### config.mk
export PLATFORM = sky130hd
export DESIGN_NAME = weight_stream_loader
export DESIGN_NICKNAME = d
export VERILOG_FILES = /design/src/rtl/weight_stream_loader.sv
export SDC_FILE = /design/constraint.sdc
export NUM_CORES = 1
export LEC_CHECK = 0
export CAP_MARGIN = 25
export CORE_AREA = 4 4 77 79
export DETAILED_ROUTE_END_ITERATION = 6
export DIE_AREA = 0 0 81 83
export PLACE_DENSITY_LB_ADDON = 0.12
export SETUP_SLACK_MARGIN = 0.2
export SYNTH_ARGS = -nofsm -noshare
export SYNTH_HDL_FRONTEND = slang
export SYNTH_SLANG_ARGS = --single-unit
### constraint.sdc
create_clock -name clk -period 3.55 [get_ports clk]
set_clock_uncertainty 0.15 [all_clocks]
set_input_delay 0.5325 -clock clk [delete_from_list [all_inputs] [get_ports clk]]
set_output_delay 0.5325 -clock clk [all_outputs]
set_load 0.03 [all_outputs]
### src/rtl/weight_stream_loader.sv
// Streams bytes from the flash reader into the LSTM weight and bias buffers.
// Words are assembled little-endian; all weights are written first, then all biases.
module weight_stream_loader #(
    parameter int hidden_size    = 1,
    parameter int ADDR_WIDTHAD   = $clog2(hidden_size*hidden_size*4),
    parameter int ADDR_WIDTHBIAS = $clog2(hidden_size*4)
) (
    input  logic                      clk,
    input  logic                      rst,
    input  logic                      load_start,
    input  logic [7:0]                byte_data,
    input  logic                      byte_valid,
    output logic                      byte_ready,
    output logic                      w_we,
    output logic [ADDR_WIDTHAD-1:0]   w_addr,
    output logic [15:0]               w_data,
    output logic                      b_we,
    output logic [ADDR_WIDTHBIAS-1:0] b_addr,
    output logic [15:0]               b_data,
    output logic                      load_busy,
    output logic                      load_done
);
    localparam int NW = hidden_size*hidden_size*4;
    localparam int NB = hidden_size*4;
    localparam logic [ADDR_WIDTHAD-1:0]   W_LAST = ADDR_WIDTHAD'(NW-1);
    localparam logic [ADDR_WIDTHBIAS-1:0] B_LAST = ADDR_WIDTHBIAS'(NB-1);

    typedef enum logic [1:0] {IDLE, LOAD_W, LOAD_B, FINISH} state_t;
    state_t state, state_nxt;

    logic                      phase;     // 0: expecting low byte, 1: expecting high byte
    logic [7:0]                low_byte;
    logic [ADDR_WIDTHAD-1:0]   w_idx;
    logic [ADDR_WIDTHBIAS-1:0] b_idx;
    logic                      accept;
    logic                      hi_acc;

    assign accept = byte_valid && byte_ready;
    assign hi_acc = accept && phase;

    always_ff @(posedge clk) begin
        if (rst) state <= IDLE;
        else     state <= state_nxt;
    end

    always_comb begin
        state_nxt  = state;
        byte_ready = 1'b0;
        load_busy  = 1'b0;
        load_done  = 1'b0;
        case (state)
            IDLE: begin
                if (load_start) state_nxt = LOAD_W;
            end
            LOAD_W: begin
                byte_ready = 1'b1;
                load_busy  = 1'b1;
                if (byte_valid && phase && w_idx == W_LAST) state_nxt = LOAD_B;
            end
            LOAD_B: begin
                byte_ready = 1'b1;
                load_busy  = 1'b1;
                if (byte_valid && phase && b_idx == B_LAST) state_nxt = FINISH;
            end
            FINISH: begin
                load_busy = 1'b1;
                load_done = 1'b1;
                state_nxt = IDLE;
            end
            default: state_nxt = IDLE;
        endcase
    end

    always_ff @(posedge clk) begin
        if (rst) begin
            phase    <= 1'b0;
            low_byte <= '0;
            w_idx    <= '0;
            b_idx    <= '0;
            w_we     <= 1'b0;
            w_addr   <= '0;
            w_data   <= '0;
            b_we     <= 1'b0;
            b_addr   <= '0;
            b_data   <= '0;
        end else begin
            w_we <= 1'b0;
            b_we <= 1'b0;
            if (state == IDLE && load_start) begin
                phase <= 1'b0;
                w_idx <= '0;
                b_idx <= '0;
            end
            if (accept) begin
                phase <= ~phase;
                if (!phase) low_byte <= byte_data;
            end
            // Address/data registers only move with their strobe, so they hold otherwise
            if (hi_acc && state == LOAD_W) begin
                w_we   <= 1'b1;
                w_addr <= w_idx;
                w_data <= {byte_data, low_byte};
                w_idx  <= w_idx + 1'b1;
            end
            if (hi_acc && state == LOAD_B) begin
                b_we   <= 1'b1;
                b_addr <= b_idx;
                b_data <= {byte_data, low_byte};
                b_idx  <= b_idx + 1'b1;
            end
        end
    end
endmodule

==> results.txt, run 1 <==
The maximum fanout along the worst path came out at 8. The detailed-route DRC error count came out at 0. The count of inserted antenna diode cells is 0. Summed over all failing endpoints, the final setup total negative slack is 0 ns. The actual transition at the worst max-transition pin came out at approximately 1 ns. The share of total power consumed by net switching came out at 30.5%. The total congestion overflow after global routing came out at 0. The initial antenna violation count came out at 0.

The combined global-route utilization of all metal layers is 14.5%. The signal on the critical path passes through inv_1 -> ha_1 -> clkdlybuf4s50_1. The utilization after layout came out at 49.4%.

In this run the cell area measured after placement is ~2600 um^2. The via count normalized by instance count is 4.67. The minimum clock period after layout is 2.61 ns. The number of buffers inserted during clock tree synthesis is 5. Summing every instance area after synthesis gives 2040 um^2. The highest clock frequency the design can meet is about 380 MHz. Summed over all cells, the static leakage comes to 0.935 nW. The combinational share of power came out at 23.2%. The proportion of layout cells with a drive suffix above 1 is 4.61%. Measured against its own limit, the worst slew margin works out to 33.5%. The total of endpoints with negative setup slack in the final report is 0. The worst register-to-register path ends at w_data[7]$_SDFFE_PP0P_.

TritonCTS built the clock tree. Sorting the synthesized cells by area gives the leading types as sky130_fd_sc_hd__dfxtp_1 52%, sky130_fd_sc_hd__nand2_1 14%, sky130_fd_sc_hd__a21oi_1 9.3%, sky130_fd_sc_hd__mux2i_1 4.9%, sky130_fd_sc_hd__ha_1 4.3%. In the layout the commonest cells are 76 x sky130_fd_sc_hd__nand2_1, 53 x sky130_fd_sc_hd__dfxtp_1, 51 x sky130_fd_sc_hd__clkdlybuf4s50_1. The floorplan core area came out at between 5000 and 6000 um^2. The total half-perimeter wirelength after legalization and detailed placement came out at 3.04 mm. After global routing, the most crowded layer is met2. The cell count of the worst reg-to-reg path came out at 5.

The hold violation count in the final report came to 0. From synthesis to final layout, the design area changed by 29.1%. The critical path is of the flip-flop to output pin type. The placer's final routability congestion estimate is a little over 0.7. Power spread over the standard cell area amounts to ~490 nW/um^2. The period utilization came out at 73.4%.

The count of buffers inserted at the top-level ports is 52. The maximum VDD drop came out at just over 0.2 mV. The number of cells produced by synthesis came out at roughly 240. Setup repair after global routing left no endpoint under its margin. At the later pin of the worst-skew pair, clock insertion delay measures approximately 0.3 ns. In this run the critical register-to-register path is launched from state[0]$_SDFFE_PP0P_.

The detail-routed net length per standard cell came out at 12.9 um. The final-report max-slew violation count was 0. The fraction of met2 tracks used by global routing is roughly 22%. The vertical die dimension came out at just over 80 um. The via count of the first global-routing pass came out at 1578. The maximum single-stage delay on the critical path is roughly 0.7 ns. The largest net degree at the start of global routing came out at 56.

The worst path arrival time came out at 1.92 ns. The required time reported for the critical path endpoint is 2.87 ns. The net switching power came out at 0.393 mW.

The routing usage on met3 is approximately 4.7%. The worst reg-to-reg setup slack came out at 1.38 ns. The start point of the worst min-delay path is w_addr[0]$_SDFFE_PP0P_. Synthesis inferred 53 register bits. The first routing iteration left 122 violations. The starting density of the core came out at 38.3%.

The sequential share of the synthesized area came out at 52.0%. The number of nets in the finished design is 300. Each instance of the synthesized netlist takes up on average 8.69 um^2. Counting instances, the worst hold path has a depth of 2.

After clock tree synthesis, the repair step resized 0 gates. Leaving out fill and tap cells, the most frequent cell in the layout is sky130_fd_sc_hd__nand2_1. The quantity of hold-fixing buffers added after cts is 0. The H-tree generated during clock tree synthesis spans 2 levels. The area share of the largest cell type after synthesis is 52.0%. The met1 demand-to-capacity share in global routing is 18.9%. Counting distinct cell types in the post-synthesis netlist gives 21. The root buffer cell is sky130_fd_sc_hd__clkbuf_8. For this design the top-level I/O count stands at 53.

CTS saw 53 sinks. The slowest stage of the critical path is the sky130_fd_sc_hd__clkdlybuf4s50_1 cell. The wire length of the first global-routing pass came out at between 7 and 8 mm. The floorplan die area came out at about 6700 um^2. The maximum clock insertion buffer count came out at 2.

Sequential cells burn 51.2% of the power. The run finished with clean final reports. Buffers added to address setup during post-CTS repair amount to 0. The clock network burns 25.5% of the power. The number of max-capacitance violations reported came out at 0. The routed wire length is 4.58 mm.

The element type at the critical path start is a flip-flop. The biggest area contributor in the post-synthesis netlist is sky130_fd_sc_hd__dfxtp_1. The path class of the tightest hold or removal check is flip-flop to flip-flop. The width of the die is 81 um. The design internal power is 0.896 mW. For hold timing, the worst endpoint is w_addr[0]$_SDFFE_PP0P_. Clock-pin slew was measured on the worst setup and hold paths at 0.09 ns.

STA classifies the critical path endpoint as an output pin. The Yosys warning count is 0. The detailed-routing iteration count for the pre-antenna-repair pass came out at 4. In this run the core area contains 27 standard-cell rows. The design area is around 2600 um^2. The net count after synthesis came out at 254. The routed layout has ~1700 vias.

The count of nets left with antenna violations once routing finished came out at 0.
## routing by layer
layer / part of all wire (%) / routed length [um] / up-vias
met5: 0 / 0 / -
met2: 45 / 2080 / 34
met1: 47 / 2160 / 750
met3: 5.6 / 255 / 7
li1: - / - / 863
met4: 1.7 / 80 / 0
## cell families after synthesis
family	after synthesis	share of synthesized area (%)
AO/OA/AOI/OAI	43	11.7
multiplexers	10	4.90
buffers and inverters	18	5.94
adder cells (fa/ha/maj)	7	4.29
flip-flops	53	52.0
AND/OR/NAND/NOR	104	21.2
## layout make-up
type                       count  area [um^2]
timing repair buffer          54          531
multi-input combinational    164          860
sequential                    53         1060
clock inverter                 1         7.51
inverter                       3         11.3
tap                           72         90.1
fill                         571         2700
clock buffer                   7         76.3
## power groups by stage
stage / Combinational, mW / Clock (mW) / Sequential (mW)
2_1_floorplan: 0.219 / 0 / 0.670
3_3_place_gp: 0.301 / 0 / 0.674
3_5_place_dp: 0.303 / 0 / 0.675
4_1_cts: 0.304 / 0.342 / 0.661
5_1_grt: 0.331 / 0.365 / 0.668
6_report: 0.300 / 0.329 / 0.660
## Yosys cell counts (all sizes together)
library cell,number
o21bai,1
dfxtp,53
a21oi,41
nand3b,1
buf,7
mux2i,10
ha,7
a221oi,1
nor2b,1
inv,3
nand4,2
nand2b,5
nand3,7
nand2,76
and4,2
clkbuf,8
nor2,10
## metrics by stage
step	setup slack, ns	hold WS [ns]	instances	total power, mW
finish	0.945	0.306	354	1.29
global route	0.824	0.326	354	1.36
CTS	0.932	0.309	354	1.31
detailed placement	1.11	0.296	346	0.978
global placement	1.13	0.291	346	0.975
floorplan	1.69	0.295	235	0.889
## worst max-delay path by stage
| stage | from | to | depth (start not counted) |
|---|---|---|---|
| after global placement | byte_valid | w_data[7]$_SDFFE_PP0P_ | 4 |
| after floorplan | state[0]$_SDFFE_PP0P_ | w_data[5]$_SDFFE_PP0P_ | 7 |
| after CTS | state[0]$_SDFFE_PP0P_ | byte_ready | 3 |
| final | state[0]$_SDFFE_PP0P_ | byte_ready | 3 |
| after global routing | state[1]$_SDFFE_PP0P_ | byte_ready | 3 |
| after detailed placement | byte_valid | w_data[7]$_SDFFE_PP0P_ | 4 |
## flip-flops by register name, indices dropped and copies added (netlist names), 2 cells and up
register / flops
b_addr: 2
low_byte: 8
b_idx: 2
w_idx: 2
w_addr: 2
state: 2
w_data: 16
b_data: 16
## critical path: cells and delay by family, from the launching register on
| family | cells | cell delay, ns |
|---|---|---|
| DFF | 1 | 0.39 |
| adders and majority gates | 1 | 0.41 |
| buffers and inverters | 2 | 0.81 |
Note: power is estimated with default switching activity, not from simulation.
==> inputs of run 2 (changes only) <==
==> constraint.sdc (replaced) <==
create_clock -name clk -period 2.48 [get_ports clk]
set_clock_uncertainty 0.15 [all_clocks]
set_input_delay 0.372 -clock clk [delete_from_list [all_inputs] [get_ports clk]]
set_output_delay 0.372 -clock clk [all_outputs]
set_load 0.03 [all_outputs]
==> results.txt, run 2 (synthesized netlist as in run 1, its figures left out) <==
The number of rows created at floorplan came out at 27. In this run the standard cell core region covers roughly 5300 um^2. The area growth from synthesis to layout is 31.4%. The clock tree from TritonCTS is yes. The number of filler instances in the final layout is about 580. In this run the remaining antenna-violating nets after routing total 0.

In this run the worst path has a maximum fanout of 8. Hold repair after CTS inserted 0 buffers. The number of buffers inserted during clock tree synthesis is 5. At the worst endpoint, the arrival time is 1.63 ns. The smallest clock period supported by the final layout is computed as 2.15 ns. The fraction of met2 tracks used by global routing came out at 22.9%. In the final layout, the registers with the most flip-flops are b_data: 16 flops, w_data: 16 flops, low_byte: 8 flops. The actual transition at the worst max-transition pin came out at 0.566 ns. For the worst setup path, the data required time is 1.96 ns. The cell count of the worst reg-to-reg path came out at 6.

The via count of the first global-routing pass is between 1500 and 2000. On the critical path, the stage with the largest delay is an instance of sky130_fd_sc_hd__dlygate4sd2_1. Clock tree synthesis found a total of 53 sinks. The total instance count after detailed placement came out at 351. The proportion of layout cells with a drive suffix above 1 is under 10%. The final-report max-slew violation count came out at 0. After detailed routing, the number of remaining DRC violations is 0.

The total power divided by cell area came out at 688 nW/um^2. Leaving out fill and tap cells, the most frequent cells in the layout are 76 x sky130_fd_sc_hd__nand2_1, 53 x sky130_fd_sc_hd__dfxtp_1, 49 x sky130_fd_sc_hd__clkdlybuf4s50_1. The element type at the critical path start is a flip-flop. The maximum clock insertion buffer count came out at 2. Global routing consumed, over all layers together, 14.3% of the routing resources. The die covers 6720 um^2.

The maximum single-stage delay on the critical path is roughly 0.43 ns. The largest net degree at the start of global routing came out at 30. The count of buffers inserted at the top-level ports is 52.

The total number of H-tree levels is 2. The clock input transition at the sequential cells of the worst setup and hold paths came out at about 0.08 ns. The total half-perimeter wirelength after legalization and detailed placement came out at 3.11 mm. Dividing the detail-routed via count by the number of cells gives 4.70.

The worst hold path passes through 2 cells. The count of inserted antenna diode cells came out at 0. The routing usage on met3 is between 3 and 4%.

The met1 demand-to-capacity share in global routing came out at 18.8%. The worst setup path is captured at an output pin. The initial antenna violation count was 0. The number of nets in the finished design is roughly 300. Traced cell by cell, the critical path runs through inv_1 -> ha_1 -> dlygate4sd2_1. The detail-routed net length per standard cell is 12.8 um. The summed negative setup slack over all endpoints is 0 ns.

After clock tree synthesis, the setup repair step added 0 buffers. The total congestion overflow after global routing came out at 0. The first TritonRoute pass finished after 4 iterations. The number of max-capacitance violations reported came out at 0. The width of the die is 81 um. The worst min-delay path class is flip-flop to flip-flop.

The highest clock frequency the design can meet is around 460 MHz. Setup repair after global routing left no endpoint under its margin. The cell sitting at the root of the clock tree is a sky130_fd_sc_hd__clkbuf_8.

Leaving out fill and tap cells, the most frequent cell in the layout is sky130_fd_sc_hd__nand2_1. The vertical die dimension came out at between 80 and 90 um. The critical path in this run is classified as flip-flop to output pin. The most congested layer reported by global routing is met2.

The number of design-rule violations left by the first detailed-router iteration came out at 115. The wire length of the first global-routing pass came out at ~7.6 mm. The maximum VDD drop is approximately 0.32 mV. The placer's final routability congestion estimate came out at 0.705. The I/O pin count came out at 53. The routed layout has 1689 vias. The count of cells in the finished layout, fillers not included, comes to 359. The worst slew margin relative to its limit is 62.2%. The flow ran to the end, and the final reports show no timing, DRC or antenna violations. The routed wire length came out at 4.58 mm. The total of endpoints with negative setup slack in the final report is 0. The starting density of the core is 38.3%. The leakage power of the design is 0.969 nW.

In the finished design, the share of the clock period the worst path needs comes to 86.8%. The hold violation count in the final report is 0. The clock reaches the later pin of the worst-skew pair after 0.30 ns.
run 2: area by class of cell:
class | count | area [um^2] | area share (%)
sequential | 53 | 1060 | 39.5
clock buffer | 7 | 76.3 | 2.84
inverter | 3 | 11.3 | 0.420
tap | 72 | 90.1 | 3.36
clock inverter | 1 | 7.51 | 0.280
timing repair buffer | 59 | 578 | 21.5
multi-input combinational | 164 | 860 | 32.0
run 2: report_power, final:
group / switching (mW) / internal [mW]
clock: 0.274 / 0.200
combinational: 0.249 / 0.176
sequential: 0.0456 / 0.900
total: 0.569 / 1.28
run 2: path summary, 6_finish.rpt:
path                             to                    from  slack (ns)
max                      byte_ready   state[0]$_SDFFE_PP0P_        0.33
min          w_addr[0]$_SDFFE_PP0P_  w_addr[0]$_SDFFE_PP0P_        0.31
max reg2reg   w_idx[0]$_SDFFE_PP0P_   state[0]$_SDFFE_PP0P_        0.68
min reg2reg  w_addr[0]$_SDFFE_PP0P_  w_addr[0]$_SDFFE_PP0P_        0.31
run 2: layer usage:
layer  wire length (um)  up-vias
met2               2140       35
met1               2220      776
met5                  0        -
li1                   -      874
met3                178        4
met4                 43        0
run 2: worst max-delay path: cells and delay by family (launching register included):
family / cells / cell delay [ns]
buffers and inverters: 2 / 0.53
adder cells (fa/ha/maj): 1 / 0.41
flip-flops: 1 / 0.39
run 2: repair_timing:
item,in CTS,in global routing
endpoints found under the setup margin,2,0
gates resized for setup,2,0
hold endpoints to repair,0,0
run 2: through the flow:
stage	worst slack, ns	utilization (%)	power, mW	hold slack, ns	area, um^2
6_report	0.326	50.3	1.85	0.307	2680
5_1_grt	0.229	50.3	1.94	0.324	2680
4_1_cts	0.302	50.3	1.87	0.312	2680
3_5_place_dp	0.356	48.8	1.41	0.299	2600
3_3_place_gp	0.405	48.8	1.41	0.294	2600
2_1_floorplan	0.622	-	1.27	0.295	2040
==> inputs of run 3 (changes only) <==
--- a/config.mk
+++ b/config.mk
@@ -6,9 +6,9 @@
 export NUM_CORES = 1
 export LEC_CHECK = 0
 export CAP_MARGIN = 25
-export CORE_AREA = 4 4 77 79
+export CORE_AREA = 4 4 71 73
 export DETAILED_ROUTE_END_ITERATION = 6
-export DIE_AREA = 0 0 81 83
+export DIE_AREA = 0 0 75 77
 export PLACE_DENSITY_LB_ADDON = 0.12
 export SETUP_SLACK_MARGIN = 0.2
 export SYNTH_ARGS = -nofsm -noshare
==> constraint.sdc (replaced) <==
create_clock -name clk -period 2.4 [get_ports clk]
set_clock_uncertainty 0.15 [all_clocks]
set_input_delay 0.36 -clock clk [delete_from_list [all_inputs] [get_ports clk]]
set_output_delay 0.36 -clock clk [all_outputs]
set_load 0.03 [all_outputs]
==> results.txt, run 3 (synthesized netlist as in run 1, its figures left out) <==
In the layout the commonest cells are 76 x sky130_fd_sc_hd__nand2_1, 53 x sky130_fd_sc_hd__dfxtp_1, 49 x sky130_fd_sc_hd__clkdlybuf4s50_1. The clock passes through at most 2 buffers. The number of clock sinks is 53.

Along the worst path, the maximum fanout reaches 4. The total buffers and inverters traversed by the critical path came out at 1. The final hold slack is 0.306 ns. STA classifies the critical path startpoint as a flip-flop. Across every metal layer, demand over resource in global routing totals approximately 17%. Once placement finished, the instance area stood at 2560 um^2. The slowest cell on the critical path is sky130_fd_sc_hd__clkdlybuf4s50_1. The flow ran to the end, and the final reports show no timing, DRC or antenna violations. Setup slack on the critical path of the routed design comes to 0.381 ns. After detailed routing, the total wire length is 4.48 mm.

Summing internal, switching and leakage power gives 1.89 mW. The area growth from synthesis to layout came out at 29.4%. Setup repair after global routing left no endpoint under its margin. The utilization after layout is roughly three fifths.

The cell family contributing the most delay on the critical path is buffers and inverters. The initial antenna violation count is 0. The maximum VDD drop came out at 0.425 mV.

The number of standard cells in the final layout excluding fillers came out at 339. The clock input transition at the sequential cells of the worst setup and hold paths came out at around 0.090 ns. The most critical setup path has its startpoint at state[1]$_SDFFE_PP0P_.

The number of buffers inserted during clock tree synthesis came out at 5. The count of buffers inserted at the top-level ports is 52. In this run the number of H-tree levels came out at 2. The total instance count after detailed placement came out at 331. The detailed router finished its first iteration with 94 violations. In this run the power density over the cells is 714 nW/um^2.

The largest net degree at the start of global routing came out at 32. The required time reported for the critical path endpoint came out at 1.89 ns. The worst path arrival time is 1.51 ns.

The worst register-to-register path begins at state[0]$_SDFFE_PP0P_. The vertical die dimension came out at 77 um. The largest registers in the layout are b_data: 16 flops, w_data: 16 flops, low_byte: 8 flops. The worst slew margin relative to its limit is 62.4%. The hold violation count in the final report came out at 0. The pre-CTS worst setup slack came out at 0.305 ns. In this run the worst hold path is classified as flip-flop to flip-flop. TritonCTS built the clock tree. The maximum single-stage delay on the critical path is 0.66 ns. Setup violations remaining at the end of the flow were counted as 0. The period utilization came out at 84.1%. After filler insertion, the fill cell instance count of the layout stands at 409.

For this run, the top clock speed supported by timing is 495 MHz. For this run, design rule violations remaining after detail routing come to 0. The number of nets in the finished design is roughly 310. The via count came out at 1671.

The post-detailed-route count of antenna-violating nets came out at 0. The first global-routing pass estimated about 7.6 mm of wire. In this run, post-CTS hold repair placed 0 buffers.

The tool flagged a number of max-cap violations equal to 0. The placer's final routability congestion estimate is between 0.7 and 0.8. The critical path in this run is classified as flip-flop to output pin. The starting density of the core came out at 46.9%. 0 antenna diodes ended up in the layout. The final-report max-slew violation count came out at 0. The start point of the worst min-delay path is b_data[0]$_SDFFE_PP0P_. The latest clock arrival within the worst-skew pair is ~0.30 ns. The floorplan step defined a die boundary enclosing 5780 um^2.

The minimum clock period after layout is 2.02 ns. The via count normalized by instance count is 4.93. The total overflow left after global routing is 0. STA classifies the critical path endpoint as an output pin. Pin placement for this block handled 53 I/O pins. The actual transition at the worst max-transition pin is 0.564 ns. The most frequent standard cell in the layout excluding fill and tap cells is sky130_fd_sc_hd__nand2_1. In this run the clock root is driven by a sky130_fd_sc_hd__clkbuf_8.

After detailed routing, the average wire length per cell comes to 13.2 um. The total half-perimeter wirelength after legalization and detailed placement is between 3 and 4 mm. The finished cells cover 2640 um^2. The number of rows created at floorplan is 24. In this run the standard cell core region covers 4350 um^2. Before antenna repair, the detailed router went through 5 iterations.

In the final timing run, aggregate negative setup slack is 0 ns. The width of the die came out at 75 um. For this design the static power due to leakage is 0.970 nW. The via count of the first global-routing pass is 1602.

The proportion of layout cells with a drive suffix above 1 is 6.97%. The critical path goes through ha_1 -> clkdlybuf4s50_1.
-- run 3: cell types whose count changed in the layout (fill, tap and decap cells not counted) --
cell / previous run / this run
sky130_fd_sc_hd__buf_4: 6 / 7
sky130_fd_sc_hd__clkbuf_1: 2 / 1
sky130_fd_sc_hd__clkinvlp_4: 1 / 0
sky130_fd_sc_hd__clkinv_2: 0 / 2
sky130_fd_sc_hd__buf_12: 1 / 0
sky130_fd_sc_hd__dlygate4sd2_1: 2 / 1
sky130_fd_sc_hd__clkbuf_2: 0 / 1
-- run 3: path summary, 6_finish.rpt --
kind                                 end  slack (ns)  depth (start not counted)
setup / recovery               load_done        0.38                          2
hold / removal    b_data[0]$_SDFFE_PP0P_        0.31                          2
setup reg to reg   w_idx[1]$_SDFFE_PP0P_        0.60                          6
hold reg to reg   b_data[0]$_SDFFE_PP0P_        0.31                          2
-- run 3: layout make-up --
cell class                 count  area (um^2)  share of cell area (%)
tap                           52         65.1                    2.46
clock inverter                 2         10.0                   0.379
sequential                    53         1060                    40.2
timing repair buffer          59          562                    21.3
inverter                       3         11.3                   0.426
clock buffer                   6         72.6                    2.75
multi-input combinational    164          860                    32.5
-- run 3: repair_timing --
item / CTS / global route
buffers inserted: 0 / 0
setup endpoints to repair: 2 / 1
resized for setup: 2 / 2
-- run 3: metal layers --
layer | track usage (%) | up-vias | wire length, um
met4 | 6.41 | 0 | 76
met5 | 0 | - | 0
met2 | 26.0 | 44 | 1990
li1 | - | 866 | -
met1 | 21.9 | 754 | 2160
met3 | 4.31 | 7 | 242
-- run 3: power breakdown --
part           internal, mW  switching, mW  leakage (nW)  total (mW)
logic                 0.177          0.258         0.497       0.435
clock network         0.203          0.271        0.0450       0.473
registers             0.930         0.0472         0.428       0.978
total                  1.31          0.576         0.970        1.89
-- run 3: worst register-to-register path, stage by stage, from the launching register on --
cell                      delay [ns]
sky130_fd_sc_hd__dfxtp_1        0.39
sky130_fd_sc_hd__inv_1          0.10
sky130_fd_sc_hd__ha_1           0.41
sky130_fd_sc_hd__and4_1         0.22
sky130_fd_sc_hd__buf_4          0.24
sky130_fd_sc_hd__nand2_1        0.09
sky130_fd_sc_hd__a21oi_1        0.14
